### config.mk
export PLATFORM = sky130hd
export DESIGN_NAME = my_heart_chorus_flat
export DESIGN_NICKNAME = d
export VERILOG_FILES = /design/src/rtl/my_heart_chorus_if.sv /design/src/rtl/my_heart_chorus.sv /design/src/flat_wrapper.sv
export SDC_FILE = /design/constraint.sdc
export NUM_CORES = 1
export LEC_CHECK = 0
export CORE_AREA = 2 2 91 93
export DETAILED_ROUTE_END_ITERATION = 8
export DIE_AREA = 0 0 93 95
export GPL_TIMING_DRIVEN = 0
export SLEW_MARGIN = 20
export SYNTH_ARGS = -nofsm -noshare
export SYNTH_HDL_FRONTEND = slang
export SYNTH_SLANG_ARGS = --single-unit
### constraint.sdc
create_clock -name clk -period 4.68 [get_ports clk]
set_input_delay 0.702 -clock clk [delete_from_list [all_inputs] [get_ports clk]]
set_output_delay 0.702 -clock clk [all_outputs]
set_load 0.005 [all_outputs]
### src/rtl/my_heart_chorus_if.sv
// Heart chorus bus: per-channel love/tranquillity levels in, per-channel
// heart state, heartbeat pulses and the chorus-wide peace flag out.
interface my_heart_chorus_if #(
    parameter int CHANNELS = 4
);
    logic [CHANNELS-1:0]   love;
    logic [CHANNELS-1:0]   tranquillity;
    logic [2*CHANNELS-1:0] heart;
    logic [CHANNELS-1:0]   life;
    logic                  all_peace;

    modport master (
        output love,
        output tranquillity,
        input  heart,
        input  life,
        input  all_peace
    );

    modport slave (
        input  love,
        input  tranquillity,
        output heart,
        output life,
        output all_peace
    );
endinterface

### src/rtl/my_heart_chorus.sv
// my_heart_chorus: a bank of independent heart state machines.
// Each channel moves EMPTY -> LOVING -> PEACEFUL / BROKEN depending on how
// long love and tranquillity persist, and emits a heartbeat pulse whose
// period doubles once the heart is PEACEFUL.
// Optional feature macro: HEART_MENDING_EN -- when defined, a BROKEN heart
// that sees love and tranquillity together returns to EMPTY; otherwise
// BROKEN is left only through reset.
module my_heart_chorus #(
    parameter int CHANNELS       = 4,
    parameter int CALM_CYCLES    = 4,
    parameter int LONGING_CYCLES = 8,
    parameter int BEAT_PERIOD    = 4
) (
    input  logic              clk,
    input  logic              reset,
    my_heart_chorus_if.slave  bus
);

    typedef enum logic [1:0] {
        EMPTY    = 2'b00,
        LOVING   = 2'b01,
        PEACEFUL = 2'b10,
        BROKEN   = 2'b11
    } heart_state_t;

    localparam int MAX_COUNT = (CALM_CYCLES > LONGING_CYCLES) ? CALM_CYCLES : LONGING_CYCLES;
    localparam int CW        = $clog2(MAX_COUNT + 1);
    localparam int BW        = $clog2(2 * BEAT_PERIOD);

    localparam logic [CW-1:0] CALM_LAST     = CW'(CALM_CYCLES - 1);
    localparam logic [CW-1:0] LONGING_LAST  = CW'(LONGING_CYCLES - 1);
    localparam logic [CW-1:0] COUNT_FULL    = {CW{1'b1}};
    localparam logic [BW-1:0] LOVING_LAST   = BW'(BEAT_PERIOD - 1);
    localparam logic [BW-1:0] PEACEFUL_LAST = BW'(2 * BEAT_PERIOD - 1);

    heart_state_t        state_q   [CHANNELS];
    logic [CW-1:0]       calm_q    [CHANNELS];
    logic [CW-1:0]       longing_q [CHANNELS];
    logic [BW-1:0]       beat_q    [CHANNELS];
    logic [CHANNELS-1:0] life_q;
    logic                all_peace_q;
    logic                every_peaceful;

    // Flags when every channel's registered state is PEACEFUL.
    always_comb begin
        every_peaceful = 1'b1;
        for (int i = 0; i < CHANNELS; i++) begin
            if (state_q[i] != PEACEFUL) begin
                every_peaceful = 1'b0;
            end
        end
    end

    // Per-channel heart FSM with its calm, longing and beat counters; any
    // state change clears all three counters and suppresses the pulse.
    always_ff @(posedge clk) begin
        if (reset) begin
            for (int i = 0; i < CHANNELS; i++) begin
                state_q[i]   <= EMPTY;
                calm_q[i]    <= '0;
                longing_q[i] <= '0;
                beat_q[i]    <= '0;
            end
            life_q      <= '0;
            all_peace_q <= 1'b0;
        end else begin
            for (int i = 0; i < CHANNELS; i++) begin
                case (state_q[i])
                    EMPTY: begin
                        calm_q[i]    <= '0;
                        longing_q[i] <= '0;
                        beat_q[i]    <= '0;
                        life_q[i]    <= 1'b0;
                        if (bus.love[i]) begin
                            state_q[i] <= LOVING;
                        end
                    end
                    LOVING: begin
                        if (bus.love[i] && bus.tranquillity[i] && calm_q[i] == CALM_LAST) begin
                            state_q[i]   <= PEACEFUL;
                            calm_q[i]    <= '0;
                            longing_q[i] <= '0;
                            beat_q[i]    <= '0;
                            life_q[i]    <= 1'b0;
                        end else if (!bus.love[i] && longing_q[i] == LONGING_LAST) begin
                            state_q[i]   <= BROKEN;
                            calm_q[i]    <= '0;
                            longing_q[i] <= '0;
                            beat_q[i]    <= '0;
                            life_q[i]    <= 1'b0;
                        end else begin
                            if (bus.love[i] && bus.tranquillity[i]) begin
                                calm_q[i] <= (calm_q[i] == COUNT_FULL) ? calm_q[i] : calm_q[i] + 1'b1;
                            end else begin
                                calm_q[i] <= '0;
                            end
                            if (!bus.love[i]) begin
                                longing_q[i] <= (longing_q[i] == COUNT_FULL) ? longing_q[i] : longing_q[i] + 1'b1;
                            end else begin
                                longing_q[i] <= '0;
                            end
                            if (beat_q[i] == LOVING_LAST) begin
                                beat_q[i] <= '0;
                                life_q[i] <= 1'b1;
                            end else begin
                                beat_q[i] <= beat_q[i] + 1'b1;
                                life_q[i] <= 1'b0;
                            end
                        end
                    end
                    PEACEFUL: begin
                        calm_q[i]    <= '0;
                        longing_q[i] <= '0;
                        if (!(bus.love[i] && bus.tranquillity[i])) begin
                            state_q[i] <= LOVING;
                            beat_q[i]  <= '0;
                            life_q[i]  <= 1'b0;
                        end else if (beat_q[i] == PEACEFUL_LAST) begin
                            beat_q[i] <= '0;
                            life_q[i] <= 1'b1;
                        end else begin
                            beat_q[i] <= beat_q[i] + 1'b1;
                            life_q[i] <= 1'b0;
                        end
                    end
                    default: begin
                        calm_q[i]    <= '0;
                        longing_q[i] <= '0;
                        beat_q[i]    <= '0;
                        life_q[i]    <= 1'b0;
`ifdef HEART_MENDING_EN
                        if (bus.love[i] && bus.tranquillity[i]) begin
                            state_q[i] <= EMPTY;
                        end
`else
                        state_q[i] <= BROKEN;
`endif
                    end
                endcase
            end
            all_peace_q <= every_peaceful;
        end
    end

    // Packs the registered channel states onto the heart bus.
    always_comb begin
        bus.heart = '0;
        for (int i = 0; i < CHANNELS; i++) begin
            bus.heart[2*i +: 2] = state_q[i];
        end
    end

    assign bus.life      = life_q;
    assign bus.all_peace = all_peace_q;

endmodule

### src/flat_wrapper.sv
// flat-port wrapper written by rule: the top's interface ports become plain ports
module my_heart_chorus_flat 
#(
    parameter int CHANNELS       = 4,
    parameter int CALM_CYCLES    = 4,
    parameter int LONGING_CYCLES = 8,
    parameter int BEAT_PERIOD    = 4
)
  (clk, reset, bus_love, bus_tranquillity, bus_heart, bus_life, bus_all_peace);
  my_heart_chorus_if #(.CHANNELS(CHANNELS)) bus_i ();
  input  logic clk;
  input  logic reset;
  input wire logic [$bits(bus_i.love)-1:0] bus_love;
  input wire logic [$bits(bus_i.tranquillity)-1:0] bus_tranquillity;
  output wire logic [$bits(bus_i.heart)-1:0] bus_heart;
  output wire logic [$bits(bus_i.life)-1:0] bus_life;
  output wire logic [$bits(bus_i.all_peace)-1:0] bus_all_peace;
  assign bus_i.love = bus_love;
  assign bus_i.tranquillity = bus_tranquillity;
  assign bus_heart = bus_i.heart;
  assign bus_life = bus_i.life;
  assign bus_all_peace = bus_i.all_peace;
  my_heart_chorus #(.CHANNELS(CHANNELS), .CALM_CYCLES(CALM_CYCLES), .LONGING_CYCLES(LONGING_CYCLES), .BEAT_PERIOD(BEAT_PERIOD)) u_core (.clk(clk), .reset(reset), .bus(bus_i));
endmodule
==> out/metrics.cfg, run 1 <==
[critical_path]
cp_data_required_time_ns = 4.77
crit_fanout = 10
critPathArrivalTime_ns = 2.53
startpoint_type = primary input
path_class = primary input to register
r2r_setup_slack_ns = 2.54
r2r_start = u_core.state_q[0][0]$_SDFFCE_PN0P_
reg2reg_to = u_core.calm_q[0][0]$_SDFFCE_PP0P_
worst_setup_path_end_kind = register
r2r_cells = 6

[timing]
period_minus_slack_ns = 2.45
relSlewSlack_pct = 60.1
maxSlewViolCount = 0
rsz0062_at_grt = no
fin_skew_ns = 0.00752
fin_tns_setup_ns = 0
tightest_slew_ns = 0.590
hold_viol = 0
fmax_mhz = 409
fin_crit_sh_pct = 52.2
finalSetupViolCount = 0

[synthesis]
synth_edf_count = 52
yosys_warnings = 0
ys_types = 59
synth.most_common_cell = edfxtp_1
synth.area.top_cells = edfxtp_1 43%, ha_1 12%, nor2_1 5.3%
synth_top_area_share_pct = 42.9
post_synth.cell_area_avg_sq_um = 10.0
async_reset_ff_share_pct = 0
synth_area_sq_mm = 0.00364
synth_seq_cells = 57
ys_seq_area_share_pct = 45.7
syn_inst = 363
synth_common_cells = 52 x edfxtp_1, 51 x nor2_1, 36 x ha_1
synth_area_leader_cell = edfxtp_1
synth_ff_type = edfxtp_1
syn-num-nets = 409

[power]
leakage_nw = 1.58
cellPowerDensity_mw_per_mm2 = 435
vdd_drop_max_mv = 0.197
power.total_mw = 1.82

[clock_tree]
cts_root_buf = clkbuf_8
postCtsSetupBuffers = 0
numCtsBuffers = 9
cts_hold_buffers = 0
clock_sinks = 57
post_cts_resized = 0
clk_path_buf_depth = 2
htreeDepth = 3
clk_pin_slew_worst_paths_ns = 0.07
clock_latency_ns = 0.34
cts_tree = done

[detailed_routing]
route.detailed.drc = 0
ant_nets = 0
drtPass1Iterations = 4
first_iter_violations = 90
post_drt_via_cell_ratio = 5.44
wire_per_inst_um = 13.8
drt-total-wl_um = 6980
dr_total_vias = 2744

[floorplan]
fp.dieArea_sq_mm = 0.00884
fp.coreArea_sq_mm = 0.00793
start_util_pct = 45.9
ioPinCount = 23
die_h_um = 95
die_w_um = 93
rows = 33

[global_route]
grt_pass1_wl_um = 12000
grt_max_degree = 12
grt_pass1_vias = 2672
grtUsageTotal_pct = 17.1
grt_overflow = 0
grt_antenna_before_repair = 0

[hold_path]
hp-start = u_core.beat_q[3][0]$_SDFFCE_PP0P_
hold_depth = 1
min_to = u_core.beat_q[3][0]$_SDFFCE_PP0P_
hold_path.class = register to register

[finish]
area_growth_pct = 15.1
n_antenna_cell = 0
fill_cells = 734
drive_above_1_share_pct = 7.02
nNetsFinal = 440
multi_input_area_sq_mm = 0.00184
seq_area_sq_mm = 0.00166

[placed_design]
gp_congestion = 0.813
dp_hpwl_um = 5150
io_buffers = 20

[flow_run]
max-cap-violations = 0

[run_status]
status = finished, final reports clean

[through the flow]
| step | instances | cell area [sq um] | util [%] | worst slack, ns | hold slack (ns) |
|---|---|---|---|---|---|
| 2_1_floorplan | 363 | 3640 | - | 2.65 | 0.538 |
| 3_3_place_gp | 488 | 3970 | 50.1 | 1.89 | 0.560 |
| 3_5_place_dp | 488 | 3970 | 50.1 | 1.85 | 0.561 |
| 4_1_cts | 504 | 4190 | 52.8 | 2.23 | 0.570 |
| 5_1_grt | 504 | 4190 | 52.8 | 2.04 | 0.593 |
| 6_report | 504 | 4190 | 52.8 | 2.23 | 0.569 |
[cells in the final DEF (no fill, tap or decap), types with 3 or more instances in the layout]
master           count
nand2_1             27
a31oi_1              5
clkinvlp_4           3
nor2_1              51
and3_1               5
o22ai_1              3
nor3_1              13
o21ai_0             10
nor2b_1              3
clkdlybuf4s50_1     20
ha_1                36
xnor2_1              8
clkbuf_8             9
nand3_1             24
a211oi_1             3
or3b_1               3
clkbuf_1             4
o21a_1               4
nor3b_1              4
edfxtp_1            52
inv_1               25
o211ai_1             4
a21oi_1             10
buf_2                3
xor2_1               8
nand4_1              5
dfxtp_1              5
[registers in the layout, indices dropped and copies added (netlist names)]
register,flops
u_core.calm_q,16
u_core.longing_q,16
u_core.beat_q,12
u_core.state_q,8
u_core.bus.life,4
u_core.bus.all_peace,1
[critical path: stages]
cell and delay [ns]:
clkdlybuf4s50_1 0.58, buf_2 0.28, nor3_1 0.45, nand2_1 0.23
o21a_1 0.29
[final cells by class]
type / instances / share of cell area, %
inverters: 26 / 2.33
plain buffers: 8 / 0.986
flip-flops and latches: 57 / 39.7
multi-input cells: 272 / 43.9
clock buffers: 9 / 2.96
clock inverters: 7 / 2.27
well taps: 105 / 3.14
repair buffers: 20 / 4.78
[metal layers]
layer | global-route usage [%] | share of wire (%)
met5 | 0 | 0
met4 | 7.48 | 1.9
met3 | 3.91 | 3.4
met2 | 27.7 | 46
met1 | 22.0 | 48
[report_power, final]
part / internal, mW / switching, mW
sequential: 0.706 / 0.0912
combinational: 0.217 / 0.292
clock: 0.298 / 0.217
[worst max path at each step]
stage                                                   from                                  to  slack, ns  cells after the start
after floorplan           u_core.state_q[2][0]$_SDFFCE_PN0P_  u_core.calm_q[0][10]$_SDFFCE_PP0P_       2.65                      6
after global placement                                 reset   u_core.calm_q[0][0]$_SDFFCE_PP0P_       1.89                      5
after detailed placement                               reset   u_core.calm_q[0][0]$_SDFFCE_PP0P_       1.85                      5
after CTS                                              reset   u_core.calm_q[0][0]$_SDFFCE_PP0P_       2.23                      5
after global routing                                   reset   u_core.calm_q[0][1]$_SDFFCE_PP0P_       2.04                      5
final                                                  reset   u_core.calm_q[0][0]$_SDFFCE_PP0P_       2.23                      5
[kinds of logic after synthesis]
| kind of cell | share of synthesized area [%] |
|---|---|
| AO/OA/AOI/OAI | 11.1 |
| XOR/XNOR | 3.85 |
| adder cells (fa/ha/maj) | 12.4 |
| buffers and inverters | 3.82 |
| flip-flops | 45.7 |
| AND/OR/NAND/NOR | 23.2 |
Power figures use the tool's default switching activity.
==> run 2: changes to the inputs <==
clock period = 2.3 ns   (was 4.68 ns; I/O delays follow)
==> run 2 against run 1 <==
Largest cell class unchanged. Flip-flop and latch count unchanged. Setup slack lost 2.1 ns. Clock power increased by 100%.
==> out/metrics.cfg, run 2 (synthesis results as in run 1) <==
[clock_tree]
clock_sinks = 57
cts_hold_buffers = 0
htreeDepth = 3
clock_latency_ns = 0.34
clk_path_buf_depth = 2
postCtsSetupBuffers = 0
numCtsBuffers = 9
cts_tree = done
cts_root_buf = clkbuf_8
clk_pin_slew_worst_paths_ns = 0.07

[detailed_routing]
route.detailed.drc = 0
post_drt_via_cell_ratio = 5.42
ant_nets = 0
drt-total-wl_um = 6960
wire_per_inst_um = 13.8
drtPass1Iterations = 4
first_iter_violations = 92
dr_total_vias = 2732

[timing]
hold_viol = 0
period_minus_slack_ns = 2.14
relSlewSlack_pct = 60.5
tightest_slew_ns = 0.586
rsz0062_at_grt = no
finalSetupViolCount = 0
hold_ws_ns = 0.413
maxSlewViolCount = 0
fmax_mhz = 467
fin_crit_sh_pct = 93.1
fin_skew_ns = 0.00770

[power]
leakage_nw = 1.58
cellPowerDensity_mw_per_mm2 = 884
vdd_drop_max_mv = 0.401

[finish]
nNetsFinal = 440
top_regs = u_core.calm_q x16, u_core.longing_q x16, u_core.beat_q x12
drive_above_1_share_pct = 7.27
final_cell_mix = 52 x edfxtp_1, 51 x nor2_1, 36 x ha_1
final_common_cell = edfxtp_1
post-route-util_pct = 52.9
area_growth_pct = 15.3
n_antenna_cell = 0
fin_area_sq_mm = 0.00419

[global_route]
grt_max_degree = 12
grt_antenna_before_repair = 0
grtUsageTotal_pct = 17.1
grt_overflow = 0
grt_pass1_wl_um = 12000
grt_pass1_vias = 2672

[critical_path]
endpoint = u_core.calm_q[0][10]$_SDFFCE_PP0P_
path_class = register to register
crit_fanout = 9
cp-startpoint = u_core.state_q[2][0]$_SDFFCE_PN0P_
r2r_start = u_core.state_q[2][0]$_SDFFCE_PN0P_
startpoint_type = register
worst_setup_path_end_kind = register
reg2reg_to = u_core.calm_q[0][10]$_SDFFCE_PP0P_
r2r_cells = 6
cp_data_required_time_ns = 2.39
critPathArrivalTime_ns = 2.23
r2r_setup_slack_ns = 0.16

[placed_design]
io_buffers = 20
dp_hpwl_um = 5150
placed_cell_area_sq_mm = 0.00397
gp_congestion = 0.813

[floorplan]
fp.dieArea_sq_mm = 0.00884
rows = 33
die_w_um = 93
die_h_um = 95
fp.coreArea_sq_mm = 0.00793
ioPinCount = 23
start_util_pct = 45.9

[flow_run]
max-cap-violations = 0

[hold_path]
hold_path.class = primary input to register

[run_status]
status = finished, final reports clean

## run 2: cell count changes in the layout (fill, tap and decap cells not counted)
cell,change
nor3_1,-1
nor3_2,+1
## run 2: worst min-delay path by stage
stage,to,startpoint,depth (start not counted)
4_1_cts,u_core.bus.life[0]$_SDFF_PP0_,bus_love[0],3
2_1_floorplan,u_core.bus.life[0]$_SDFF_PP0_,bus_tranquillity[0],2
3_3_place_gp,u_core.beat_q[3][0]$_SDFFCE_PP0P_,u_core.beat_q[3][0]$_SDFFCE_PP0P_,1
3_5_place_dp,u_core.beat_q[3][0]$_SDFFCE_PP0P_,u_core.beat_q[3][0]$_SDFFCE_PP0P_,1
5_1_grt,u_core.bus.life[0]$_SDFF_PP0_,bus_love[0],3
6_report,u_core.bus.life[0]$_SDFF_PP0_,bus_love[0],3
## run 2: layout make-up
type                       count  area (sq um)
clock inverter                 7          95.1
sequential                    57          1660
tap                          105           131
buffer                         8          41.3
inverter                      26          97.6
clock buffer                   9           124
fill                         734          3730
timing repair buffer          20           200
multi-input combinational    272          1840
## run 2: metrics by stage
| stage | total power, mW | setup TNS, ns | setup slack [ns] | cells |
|---|---|---|---|---|
| 6_report | 3.71 | 0 | 0.158 | 504 |
| 5_1_grt | 3.97 | 0 | 0.0295 | 504 |
| 4_1_cts | 3.74 | 0 | 0.154 | 504 |
| 3_5_place_dp | 2.68 | -1.63 | -0.178 | 488 |
| 3_3_place_gp | 2.66 | -1.32 | -0.137 | 488 |
| 2_1_floorplan | 2.36 | 0 | 0.266 | 363 |
## run 2: worst max-delay path, stage by stage, from the launching register on
cell	delay (ns)
edfxtp_1	0.40
inv_1	0.08
ha_1	0.21
buf_6	0.14
or3_4	0.38
or3_2	0.48
o21a_1	0.20
## run 2: per-layer routing
layer	routed length [um]	global-route usage [%]	part of all wire, %	up-vias
met3	256	3.91	3.7	12
met2	3230	27.7	46	50
met4	122	7.48	1.8	0
met5	0	0	0	-
li1	-	-	-	1392
met1	3350	22.0	48	1278
## run 2: report_power, final
part	switching (mW)	internal [mW]	total, mW
clock	0.441	0.607	1.05
combinational	0.594	0.444	1.04
sequential	0.186	1.44	1.62
total	1.22	2.49	3.71
## run 2: what timing repair did
action                                  4_1_cts  5_1_grt
endpoints found under the setup margin        0        4
hold endpoints to repair                      0        0
resized for setup                             0        1
